==> src/rtl/mem_arb_pkg.sv <==
// Shared types for the instruction/data memory arbiter: state encoding and request decode helper.
package mem_arb_pkg;

  localparam logic [2:0] ST_FETCH   = 3'd0;
  localparam logic [2:0] ST_FWAIT   = 3'd1;
  localparam logic [2:0] ST_DATA    = 3'd2;
  localparam logic [2:0] ST_DWAIT   = 3'd3;
  localparam logic [2:0] ST_RELEASE = 3'd4;

  typedef enum logic [2:0] {
    S_FETCH   = ST_FETCH,
    S_FWAIT   = ST_FWAIT,
    S_DATA    = ST_DATA,
    S_DWAIT   = ST_DWAIT,
    S_RELEASE = ST_RELEASE
  } arb_state_t;

  function automatic logic dm_access(input logic cs, input logic rd, input logic wr);
    return cs & (rd | wr);
  endfunction

endpackage

==> src/rtl/mem_arb_perf.sv <==
// Free-running 32-bit instruction and stall counters for the arbiter; wrap at 2^32.
// Both update one cycle after the event they count; synchronous reset clears them.
module mem_arb_perf (
  input  logic        i_clk,
  input  logic        i_reset,
  input  logic        i_release,
  input  logic        i_stall,
  output logic [31:0] o_perf_instr,
  output logic [31:0] o_perf_stall
);

  logic [31:0] r_instr;
  logic [31:0] r_stall;

  always_ff @(posedge i_clk) begin
    if (i_reset) begin
      r_instr <= '0;
      r_stall <= '0;
    end else begin
      if (i_release) r_instr <= r_instr + 32'd1;
      if (i_stall)   r_stall <= r_stall + 32'd1;
    end
  end

  assign o_perf_instr = r_instr;
  assign o_perf_stall = r_stall;

endmodule

==> src/rtl/mem_arbiter.sv <==
// Time-shares one single-port RAM between fetch and data ports: fetch, optional load/store, release.
// CPI with read latency L: 2+L (no data), 3+L (store), 3+2L (load). Perf counters under MEM_ARB_PERF_EN.
module mem_arbiter
  import mem_arb_pkg::*;
#(
  parameter int ADDR_W = 12,
  parameter int RD_LAT = 1
) (
  input  logic              clk,
  input  logic              reset,
  input  logic [31:0]       addr_imem,
  input  logic [31:0]       addr_dmem,
  input  logic [31:0]       wdata,
  input  logic              DM_CS,
  input  logic              DM_R,
  input  logic              DM_W,
  output logic [31:0]       inst,
  output logic [31:0]       rdata,
  output logic              stall,
  output logic [ADDR_W-1:0] mem_addr,
  output logic [31:0]       mem_wdata,
  output logic              mem_re,
  output logic              mem_we,
  input  logic [31:0]       mem_rdata,
  output logic [31:0]       perf_instr,
  output logic [31:0]       perf_stall
);

  localparam int CNT_W = $clog2(RD_LAT + 1);
  localparam logic [CNT_W-1:0] CNT_LOAD = CNT_W'(RD_LAT - 1);

  arb_state_t       r_state;
  logic [CNT_W-1:0] r_cnt;
  logic [31:0]      r_inst;
  logic [31:0]      r_rdata;

  logic              w_store;
  logic              w_load;
  logic              w_stall;
  logic              w_re;
  logic              w_we;
  logic [ADDR_W-1:0] w_addr;
  logic [31:0]       w_wdata;
  logic              w_unused_addr;

  // Store wins when both read and write are requested.
  assign w_store = DM_CS & DM_W;
  assign w_load  = DM_CS & DM_R & ~DM_W;
  assign w_stall = (r_state != S_RELEASE);

  // Word addressing: byte-offset bits and bits above the RAM are dropped, so addresses alias.
  assign w_unused_addr = ^{addr_imem[31:ADDR_W+2], addr_imem[1:0],
                           addr_dmem[31:ADDR_W+2], addr_dmem[1:0]};

  always_comb begin
    w_re    = 1'b0;
    w_we    = 1'b0;
    w_addr  = '0;
    w_wdata = '0;
    case (r_state)
      S_FETCH: begin
        w_re   = ~reset;
        w_addr = addr_imem[ADDR_W+1:2];
      end
      S_DATA: begin
        if (w_store) begin
          w_we    = ~reset;
          w_addr  = addr_dmem[ADDR_W+1:2];
          w_wdata = wdata;
        end else if (w_load) begin
          w_re   = ~reset;
          w_addr = addr_dmem[ADDR_W+1:2];
        end
      end
      default: ;
    endcase
  end

  always_ff @(posedge clk) begin
    if (reset) begin
      r_state <= S_FETCH;
      r_cnt   <= '0;
      r_inst  <= '0;
      r_rdata <= '0;
    end else begin
      case (r_state)
        S_FETCH: begin
          r_cnt   <= CNT_LOAD;
          r_state <= S_FWAIT;
        end
        S_FWAIT: begin
          if (r_cnt == '0) begin
            r_inst  <= mem_rdata;
            r_state <= dm_access(DM_CS, DM_R, DM_W) ? S_DATA : S_RELEASE;
          end else begin
            r_cnt <= r_cnt - CNT_W'(1);
          end
        end
        S_DATA: begin
          if (w_load) begin
            r_cnt   <= CNT_LOAD;
            r_state <= S_DWAIT;
          end else begin
            r_state <= S_RELEASE;
          end
        end
        S_DWAIT: begin
          if (r_cnt == '0) begin
            r_rdata <= mem_rdata;
            r_state <= S_RELEASE;
          end else begin
            r_cnt <= r_cnt - CNT_W'(1);
          end
        end
        S_RELEASE: r_state <= S_FETCH;
        default:   r_state <= S_FETCH;
      endcase
    end
  end

  assign inst      = r_inst;
  assign rdata     = r_rdata;
  assign stall     = w_stall;
  assign mem_addr  = w_addr;
  assign mem_wdata = w_wdata;
  assign mem_re    = w_re;
  assign mem_we    = w_we;

`ifdef MEM_ARB_PERF_EN
  mem_arb_perf u_perf (
    .i_clk        (clk),
    .i_reset      (reset),
    .i_release    (r_state == S_RELEASE),
    .i_stall      (w_stall),
    .o_perf_instr (perf_instr),
    .o_perf_stall (perf_stall)
  );
`else
  assign perf_instr = '0;
  assign perf_stall = '0;
`endif

endmodule

==> config.mk <==
export PLATFORM = sky130hd
export DESIGN_NAME = mem_arbiter
export DESIGN_NICKNAME = d
export VERILOG_FILES = /design/src/rtl/mem_arb_pkg.sv /design/src/rtl/mem_arb_perf.sv /design/src/rtl/mem_arbiter.sv
export SDC_FILE = /design/constraint.sdc
export NUM_CORES = 1
export LEC_CHECK = 0
export ABC_AREA = 1
export CAP_MARGIN = 15
export CORE_AREA = 2 2 120 122
export DETAILED_ROUTE_END_ITERATION = 10
export DIE_AREA = 0 0 122 124
export PLACE_DENSITY = 0.72
export REMOVE_ABC_BUFFERS = 1
export SETUP_SLACK_MARGIN = 0.3
export SYNTH_ARGS = -nofsm -noshare
export SYNTH_HDL_FRONTEND = slang
export SYNTH_SLANG_ARGS = --single-unit
export TNS_END_PERCENT = 20
==> constraint.sdc <==
create_clock -name clk -period 1.3 [get_ports clk]
set_input_delay 0.26 -clock clk [delete_from_list [all_inputs] [get_ports clk]]
set_output_delay 0.26 -clock clk [all_outputs]
set_load 0.03 [all_outputs]
==> impl_metrics.yaml, run 1 <==
outcome:
  status: "finished, violations left"
  violations: "negative setup slack"
finish:
  nets: 801
  filler_cell_count: 1318
  n_antenna_cell: 0
  drive_above_1_share_pct: 43.3
  postLayoutCoreUtil_pct: 46.5
  syn_to_final_growth_pct: 89.0
  stdcell_count: 852
timing:
  final.setup.tns_ps: -15820
  finalSetupViolCount: 47
  fin_skew_ps: 7.52
  maxSlewHeadroom_pct: 63.4
  hold_viol: 0
  slew_violations: 0
  min_period_over_period_pct: 130
  clock.fmax_mhz: 592
  fin_ws_ps: -390
  rsz0062_at_grt: "yes"
  min_period_ps: 1690
  tightest_slew_ps: 549
  hold_ws_ps: 384
yosys:
  synth_cells: 454
  ys_seq_area_share_pct: 39.8
  synth.distinct_cells: 21
  synth-edff-count: 0
  ys_top_cells_by_count: "nand2_1 (125), buf_4 (70), dfxtp_1 (67)"
  syn_area_per_cell_um2: 7.43
  synth_most_common_cell: "nand2_1"
  synth_xor_area_share_pct: 0
  synth_adder_area_share_pct: 0
  synth.mux.area_fraction_pct: 0
  synth.area.top_cells: "dfxtp_1 (40%), buf_4 (16%), nand2_1 (14%), a21oi_1 (9.5%), nor3b_1 (7.1%)"
  synth-main-ff-cell: "dfxtp_1"
  syn-cell-area_um2: 3370
  synth_top_family_by_area: "simple AND/OR/NAND/NOR gates"
  synth_compound_gate_area_share_pct: 10.1
  synth_warnings: 0
  synth_async_sr_flop_share_pct: 0
  yosysTopAreaCell: "dfxtp_1"
  synth_top_area_share_pct: 39.8
  ys_ff_latch: 67
  synth-simple-area-share_pct: 30.7
cts:
  cts_num_sinks: 67
  clkTransAtPathRegs_ps: 50
  cts_buffer_depth: 2
  cts_made_buffers: 9
  insertion_delay_ps: 340
  cts_tree: "built"
  htree_num_levels: 3
  clockRootBuffer: "clkbuf_16"
drt:
  vias_per_cell: 4.30
  routed_wl_um: 12300
  firstDrtPassIters: 4
  wl_per_cell_um: 14.4
  vias: 3662
  drt_iter0_drc: 120
  ant_nets: 0
  drc: 0
hold_path:
  worstHoldPathType: "in -> reg"
worst_setup_path:
  crit_required_ps: 1040
  critPathArrivalTime_ps: 1430
  crit_slowest_cell: "dfxtp_4"
  start_kind: "flop"
  path_max_fanout: 15
  path_buf_inv: 3
  cp_cell_sequence: "inv_4, nand3_4, buf_8, nor3b_2, buf_4"
  path_delay_family: "buffers and inverters"
  critPathKind: "reg -> out"
  max_stage_delay_ps: 360
  critPathCaptureType: "primary output"
power:
  powerDensity_nw_per_um2: 1040
  p_clk_share_pct: 36.5
  p_leak_nw: 2.60
  internal_power_mw: 4.54
  peakVddDrop_mv: 0.675
  total_power_mw: 6.63
  power_frac_comb_pct: 29.2
  netSwitchingFraction_pct: 31.5
  p_switching_mw: 2.09
  seq_power_share_pct: 34.2
die:
  num_io_pins: 308
  start_util_pct: 24.6
  die_x_um: 122
  fp.dieH_um: 124
  design.core.area_um2: 13700
  row_count: 43
  die_area_um2: 15100
place:
  dp_hpwl_um: 8810
  portBuffers: 203
  dp_cells: 836
  gp_congestion: 0.749
grt:
  grt_usage_pct: 15.7
  grt_pass1_vias: 3346
  grt_start_max_net_pins: 50
  grt_pass1_wl_um: 18000
  antenna_found_initial: 1
  grt_overflow: 0
flow_run:
  drv_cap: 0
[what timing repair did]
| item | CTS | global route |
|---|---|---|
| pin swaps | 17 | 3 |
| buffers inserted | 0 | 1 |
| hold buffers | 0 | 0 |
| endpoints found under the setup margin | 178 | 178 |
| gates resized for setup | 405 | 21 |
[worst min-delay path: stages]
cell and delay (ps):
buf_2 130, or2_2 140, buf_4 120, nor2_1 40
[layout by cell type, fill, tap and decap left out, drive strengths merged]
cell type and count:
dfxtp 67, clkdlybuf4s50 88, nor2 12, nor3b 32, a211oi 2, inv 5
dlygate4sd2 2, nor3 1, nand3 47, clkbuf 10, or2 1, buf 144
o21ai 1, nand2 126, a21oi 64, clkinv 4, dlymetal6s2s 1, bufinv 1
conb 64
[kinds of logic after synthesis]
family	count (synthesis)
AOI/OAI and AO/OA	67
buffers and inverters	100
DFF	67
other	1
and+or+nand+nor	219
[flip-flops by register name, indices dropped and copies added (netlist names)]
name / flops
rdata: 32
r_state: 3
inst: 32
[worst paths after layout]
| kind | from | end | slack, ps | cells after the start |
|---|---|---|---|---|
| worst min register to register | inst[1] | inst[1] | 460 | 2 |
| worst min-delay path | reset | r_state[2] | 380 | 4 |
| worst max-delay path | r_state[2] | mem_wdata[27] | -390 | 5 |
| worst max register to register | r_state[0] | inst[27] | 10 | 7 |
[through the flow]
step	setup slack [ps]	instance area (µm²)
3_5_place_dp	-538	5580
3_3_place_gp	-515	5580
2_1_floorplan	-599	2980
6_report	-390	6380
5_1_grt	-456	6380
4_1_cts	-400	6290
[metal layers]
metal | vias to the layer above | GRT usage (%) | part of all wire [%]
li1 | 1778 | - | -
met1 | 1702 | 17.9 | 39
met2 | 169 | 27.7 | 50
met3 | 11 | 6.09 | 9.1
met4 | 2 | 3.74 | 1.2
met5 | - | 0 | 0.11
[power groups by stage]
stage	Combinational [mW]	Clock (mW)	Sequential (mW)
floorplan	0.684	0	2.44
global placement	1.77	0	2.27
detailed placement	1.78	0	2.27
CTS	1.93	2.50	2.27
global route	2.06	2.60	2.28
finish	1.94	2.42	2.27
[final cells by class]
cell class	count	area (µm²)	share of cell area (%)
repair buffers	235	2580	40.5
flip-flops and latches	67	1430	22.5
clock inverters	5	53.8	0.844
clock buffers	10	239	3.75
well taps	180	225	3.53
multi-input cells	350	1820	28.6
inverters	5	21.3	0.334
Note: power is estimated with default switching activity, not from simulation.
==> inputs of run 2 (changes only) <==
Settings changed: CORE_AREA 2 2 120 122 to default, CORE_MARGIN from default to 10, CORE_UTILIZATION from default to 28, DIE_AREA 0 0 122 124 to default, HOLD_SLACK_MARGIN from default to 0.1, PLACE_DENSITY 0.72 to 0.8.
==> run 2 against run 1 <==
  * The run still ends with negative setup slack left
  * Total power up 5.1%
  * Design area up 5.9%
  * Sequential power about the same
  * Largest cell class unchanged
  * Highest routed layer unchanged
==> impl_metrics.yaml, run 2 (synthesis gave the netlist of run 1 again) <==
die:
  die_area_um2: 16800
  design.core.area_um2: 11900
  row_count: 40
  fp.dieH_um: 130
  num_io_pins: 308
  start_util_pct: 28.3
  die_x_um: 130
timing:
  finalSetupViolCount: 48
  rsz0062_at_grt: "yes"
  hold_viol: 0
  final.setup.tns_ps: -17880
  min_period_ps: 1760
  clock.fmax_mhz: 569
  slew_violations: 0
  hold_ws_ps: 355
  fin_skew_ps: 7.02
  min_period_over_period_pct: 135
  fin_ws_ps: -457
worst_setup_path:
  reg2reg_slack_ps: -20
  startpoint: "r_state[2]"
  crit_slowest_cell: "dfxtp_4"
  start_kind: "flop"
  path_max_fanout: 6
  critPathKind: "reg -> out"
  cpMostUsedCell: "nand2_2"
  critPathCaptureType: "primary output"
  max_stage_delay_ps: 360
  r2r-end: "r_state[1]"
  rr_worst_depth: 7
  r2r_start: "r_state[2]"
  critPathArrivalTime_ps: 1500
  cp_cell_sequence: "inv_4, nand3_4, nor2_4, buf_12, nand2_2, nand2_2, buf_6"
  crit_required_ps: 1040
  endpoint: "mem_addr[7]"
flow_run:
  drv_cap: 0
place:
  dp_slack_ps: -574
  portBuffers: 203
  gp_congestion: 0.769
  dp_hpwl_um: 11200
  dp_cells: 803
grt:
  grt_usage_pct: 16.2
  grt_pass1_vias: 3654
  grt_pass1_wl_um: 21100
  grt_overflow: 0
  grt_start_max_net_pins: 65
  antenna_found_initial: 2
drt:
  ant_nets: 0
  wl_per_cell_um: 18.3
  drt_iter0_drc: 157
  drc: 0
  vias_per_cell: 4.51
  routed_wl_um: 15000
  firstDrtPassIters: 4
  vias: 3713
power:
  seq_power_share_pct: 32.5
  p_switching_mw: 2.18
  internal_power_mw: 4.79
  p_leak_nw: 2.77
  total_power_mw: 6.97
  peakVddDrop_mv: 0.664
  p_clk_share_pct: 37.8
  power_frac_comb_pct: 29.7
  netSwitchingFraction_pct: 31.3
  powerDensity_nw_per_um2: 1030
cts:
  clockRootBuffer: "clkbuf_16"
  htree_num_levels: 3
  cts_tree: "built"
  insertion_delay_ps: 320
  cts_made_buffers: 9
  cts_num_sinks: 67
  cts_buffer_depth: 2
  clkTransAtPathRegs_ps: 60
finish:
  syn_to_final_growth_pct: 100
  drive_above_1_share_pct: 47.7
  filler_cell_count: 1052
  layout_commonest_cell: "nand2_1"
  final_cell_mix: "nand2_1 (91), clkdlybuf4s50_1 (88), conb_1 (64), dfxtp_2 (64), a21oi_1 (53)"
  nets: 803
  stdcell_count: 823
outcome:
  violations: "negative setup slack"
  status: "finished, violations left"
hold_path:
  worstHoldPathType: "in -> reg"
[run 2: cell count changes in the layout (fill, tap and decap cells not counted), moves of 4 or more]
cell     previous run  this run
buf_6              67        46
buf_12             26        46
nand2_4             1        15
nand2_2            33        20
nor3b_1            12         0
nor3b_2            20        32
a21oi_1            63        53
a21oi_2             1        11
buf_4              48        52
nand3_1            46        42
nand3_2             0         4
[run 2: critical path, delay by kind of cell, from the launching register on]
family        cells  cell delay (ps)
buf+inv           3              370
flops             1              360
simple gates      4              440
[run 2: layout make-up]
cell class	count	area [µm²]	share of cell area, %
flip-flops and latches	67	1430	21.2
diodes	1	2.50	0.0371
clock inverters	7	100	1.48
well taps	147	184	2.72
clock buffers	9	225	3.33
inverters	5	21.3	0.315
multi-input cells	350	2020	29.9
repair buffers	237	2770	41.0
[run 2: power by group through the flow]
stage | Combinational [mW] | Clock (mW) | Sequential [mW]
6_report | 2.07 | 2.63 | 2.27
5_1_grt | 2.18 | 2.79 | 2.28
4_1_cts | 2.01 | 2.71 | 2.27
3_5_place_dp | 1.90 | 0 | 2.28
3_3_place_gp | 1.89 | 0 | 2.28
2_1_floorplan | 0.684 | 0 | 2.44
[run 2: metal layers]
layer  share of wire [%]  vias up  track usage (%)
met4                 1.9        2             6.02
met1                  36     1727             17.2
li1                    -     1798                -
met5                0.12        -                0
met2                  51      169             28.5
met3                  10       17             6.21
[run 2: worst min-delay path by stage]
stage | from | to | slack, ps | depth (start not counted)
2_1_floorplan | reset | inst[0] | 330 | 1
3_3_place_gp | inst[10] | inst[10] | 450 | 2
3_5_place_dp | rdata[14] | rdata[14] | 450 | 2
4_1_cts | reset | r_state[0] | 350 | 4
5_1_grt | reset | r_state[0] | 380 | 4
6_report | reset | r_state[0] | 350 | 4
[run 2: per-stage QoR]
step	area (µm²)	utilization (%)
3_5_place_dp	5770	48.4
5_1_grt	6750	56.7
3_3_place_gp	5770	48.4
6_report	6750	56.7
2_1_floorplan	2980	-
4_1_cts	6600	55.4
[run 2: timing repair]
| item | CTS | global route |
|---|---|---|
| resized for setup | 293 | 43 |
| pin swaps | 13 | 18 |
| endpoints found under the setup margin | 178 | 178 |
| gates cloned | 1 | 0 |
| buffers inserted | 2 | 0 |
| hold buffers | 0 | 0 |
==> inputs of run 3 (changes only) <==
Settings changed: CORE_UTILIZATION 28 to 29, CTS_BUF_LIST from default to sky130_fd_sc_hd__clkbuf_4, PLACE_DENSITY 0.8 to 0.83.
==> run 3 against run 2 <==
  * The flow still finishes with violations (negative setup slack)
  * Register-to-register slack worse by 70 ps
  * Sequential share of layout area fell by 0.098 points
  * Final cell count grew 0.49%
  * Total power decreased by 19%
  * First-iteration DRC count shrank 3.2%
  * Worst setup slack got worse by 24 ps
  * Critical path type unchanged
  * Largest cell class unchanged
==> impl_metrics.yaml, run 3 (synthesis gave the netlist of run 1 again) <==
drt:
  wl_met1_um: 5400
  drt_iter0_drc: 152
  firstDrtPassIters: 4
  wl_met2_um: 7440
  vias_per_cell: 4.49
  drc: 0
  vias: 3716
  wl_met3_um: 1450
  wl_per_cell_um: 17.5
  top_layer: "met4"
  ant_nets: 0
  routed_wl_um: 14500
timing:
  min_period_over_period_pct: 137
  rsz0062_at_grt: "yes"
  hold_viol: 0
  finalSetupViolCount: 96
  final.setup.tns_ps: -21150
  fin_skew_ps: 20.0
  fin_ws_ps: -481
  slew_violations: 0
  min_period_ps: 1780
  clock.fmax_mhz: 561
worst_setup_path:
  r2r_start: "r_state[1]"
  path_delay_family: "buffers and inverters"
  critPathCaptureType: "primary output"
  cp_cell_sequence: "inv_2, nand3_4, buf_12, nor3b_2, buf_4, buf_12"
  start_kind: "flop"
  reg2reg_slack_ps: -90
  path_max_fanout: 13
  crit_required_ps: 1040
  r2r-end: "r_state[2]"
  crit_slowest_cell: "dfxtp_2"
  max_stage_delay_ps: 340
  path_buf_inv: 4
  cpMostUsedCell: "buf_12"
  rr_worst_depth: 9
  critPathArrivalTime_ps: 1520
  critPathKind: "reg -> out"
grt:
  grt_usage_pct: 16.4
  grt_start_max_net_pins: 51
  antenna_found_initial: 1
  grt_pass1_vias: 3744
  grt_overflow: 0
  grt_pass1_wl_um: 21300
finish:
  drive_above_1_share_pct: 33.7
  stdcell_count: 827
  filler_cell_count: 1002
  postLayoutCoreUtil_pct: 55.9
  syn_to_final_growth_pct: 89.2
  layout_commonest_cell: "nand2_1"
  nets: 812
  fin_area_um2: 6380
  final_cell_mix: "nand2_1 (119), clkdlybuf4s50_1 (89), a21oi_1 (64), conb_1 (64), dfxtp_1 (62)"
die:
  num_io_pins: 308
  fp.dieH_um: 128
  start_util_pct: 29.5
  design.core.area_um2: 11400
  row_count: 39
  die_area_um2: 16300
  die_x_um: 128
outcome:
  status: "finished, violations left"
  violations: "negative setup slack"
place:
  portBuffers: 203
  dp_cells: 804
  gp_congestion: 0.839
  dp_hpwl_um: 10900
  postPlaceCellArea_um2: 5720
  dp_slack_ps: -655
cts:
  cts_made_buffers: 9
  clkTransAtPathRegs_ps: 110
  cts_num_sinks: 67
  htree_num_levels: 3
  cts_tree: "built"
  cts_buffer_depth: 2
  insertion_delay_ps: 410
  clockRootBuffer: "clkbuf_4"
flow_run:
  drv_cap: 0
power:
  powerDensity_nw_per_um2: 889
  p_leak_nw: 2.64
  peakVddDrop_mv: 0.618
hold_path:
  worstHoldPathType: "in -> reg"
  whs_path_depth: 4
  worstHoldStart: "reset"
  hold-path-endpoint: "r_state[1]"
## run 3: where the power goes
part,leakage [nW],internal [mW],switching [mW],total [mW]
Clock,0.0761,0.583,0.834,1.42
Combinational,2.01,0.893,1.12,2.02
Sequential,0.547,2.16,0.0845,2.24
Total,2.64,3.63,2.04,5.68
## run 3: metrics by stage
step,power [mW],hold WS (ps)
after floorplan,3.12,329
after global placement,4.09,448
after detailed placement,4.10,451
after CTS,5.70,264
after global routing,5.94,281
final,5.68,287
## run 3: final cells by class
type                            count  area (µm²)  share of cell area [%]
Multi-Input combinational cell    350        1880                    29.4
Clock inverter                      6        66.3                    1.04
Timing Repair Buffer              246        2820                    44.2
Tap cell                          143         179                    2.80
Antenna cell                        1        2.50                  0.0392
Clock buffer                        9        67.6                    1.06
Sequential cell                    67        1350                    21.1
Inverter                            5        18.8                   0.294
## run 3: worst max path at each step
stage                     from       endpoint  slack [ps]  depth (start not counted)
floorplan           r_state[2]   mem_wdata[0]        -600                          3
global placement          DM_W    mem_addr[9]        -620                          6
detailed placement        DM_W    mem_addr[9]        -650                          6
CTS                 r_state[2]         mem_re        -550                          4
global route        r_state[2]  mem_wdata[20]        -590                          6
finish              r_state[0]  mem_wdata[20]        -480                          6
## run 3: metal layers
layer | track usage (%) | vias up
met4 | 4.70 | 0
met5 | 0 | -
met1 | 16.9 | 1737
li1 | - | 1808
met3 | 7.15 | 15
met2 | 29.4 | 156
## run 3: repair_timing
| action | CTS | global route |
|---|---|---|
| gates cloned | 2 | 1 |
| hold buffers | 0 | 0 |
| gates resized for setup | 205 | 19 |
| endpoints found under the hold margin | 0 | 0 |
| pin swaps | 14 | 6 |
| buffers inserted | 3 | 1 |
| endpoints found under the setup margin | 178 | 178 |
## run 3: worst register-to-register path, delay by kind of cell, from the launching register on
family	cells	cell delay, ps
flops	1	380
buf+inv	4	470
simple gates	5	470
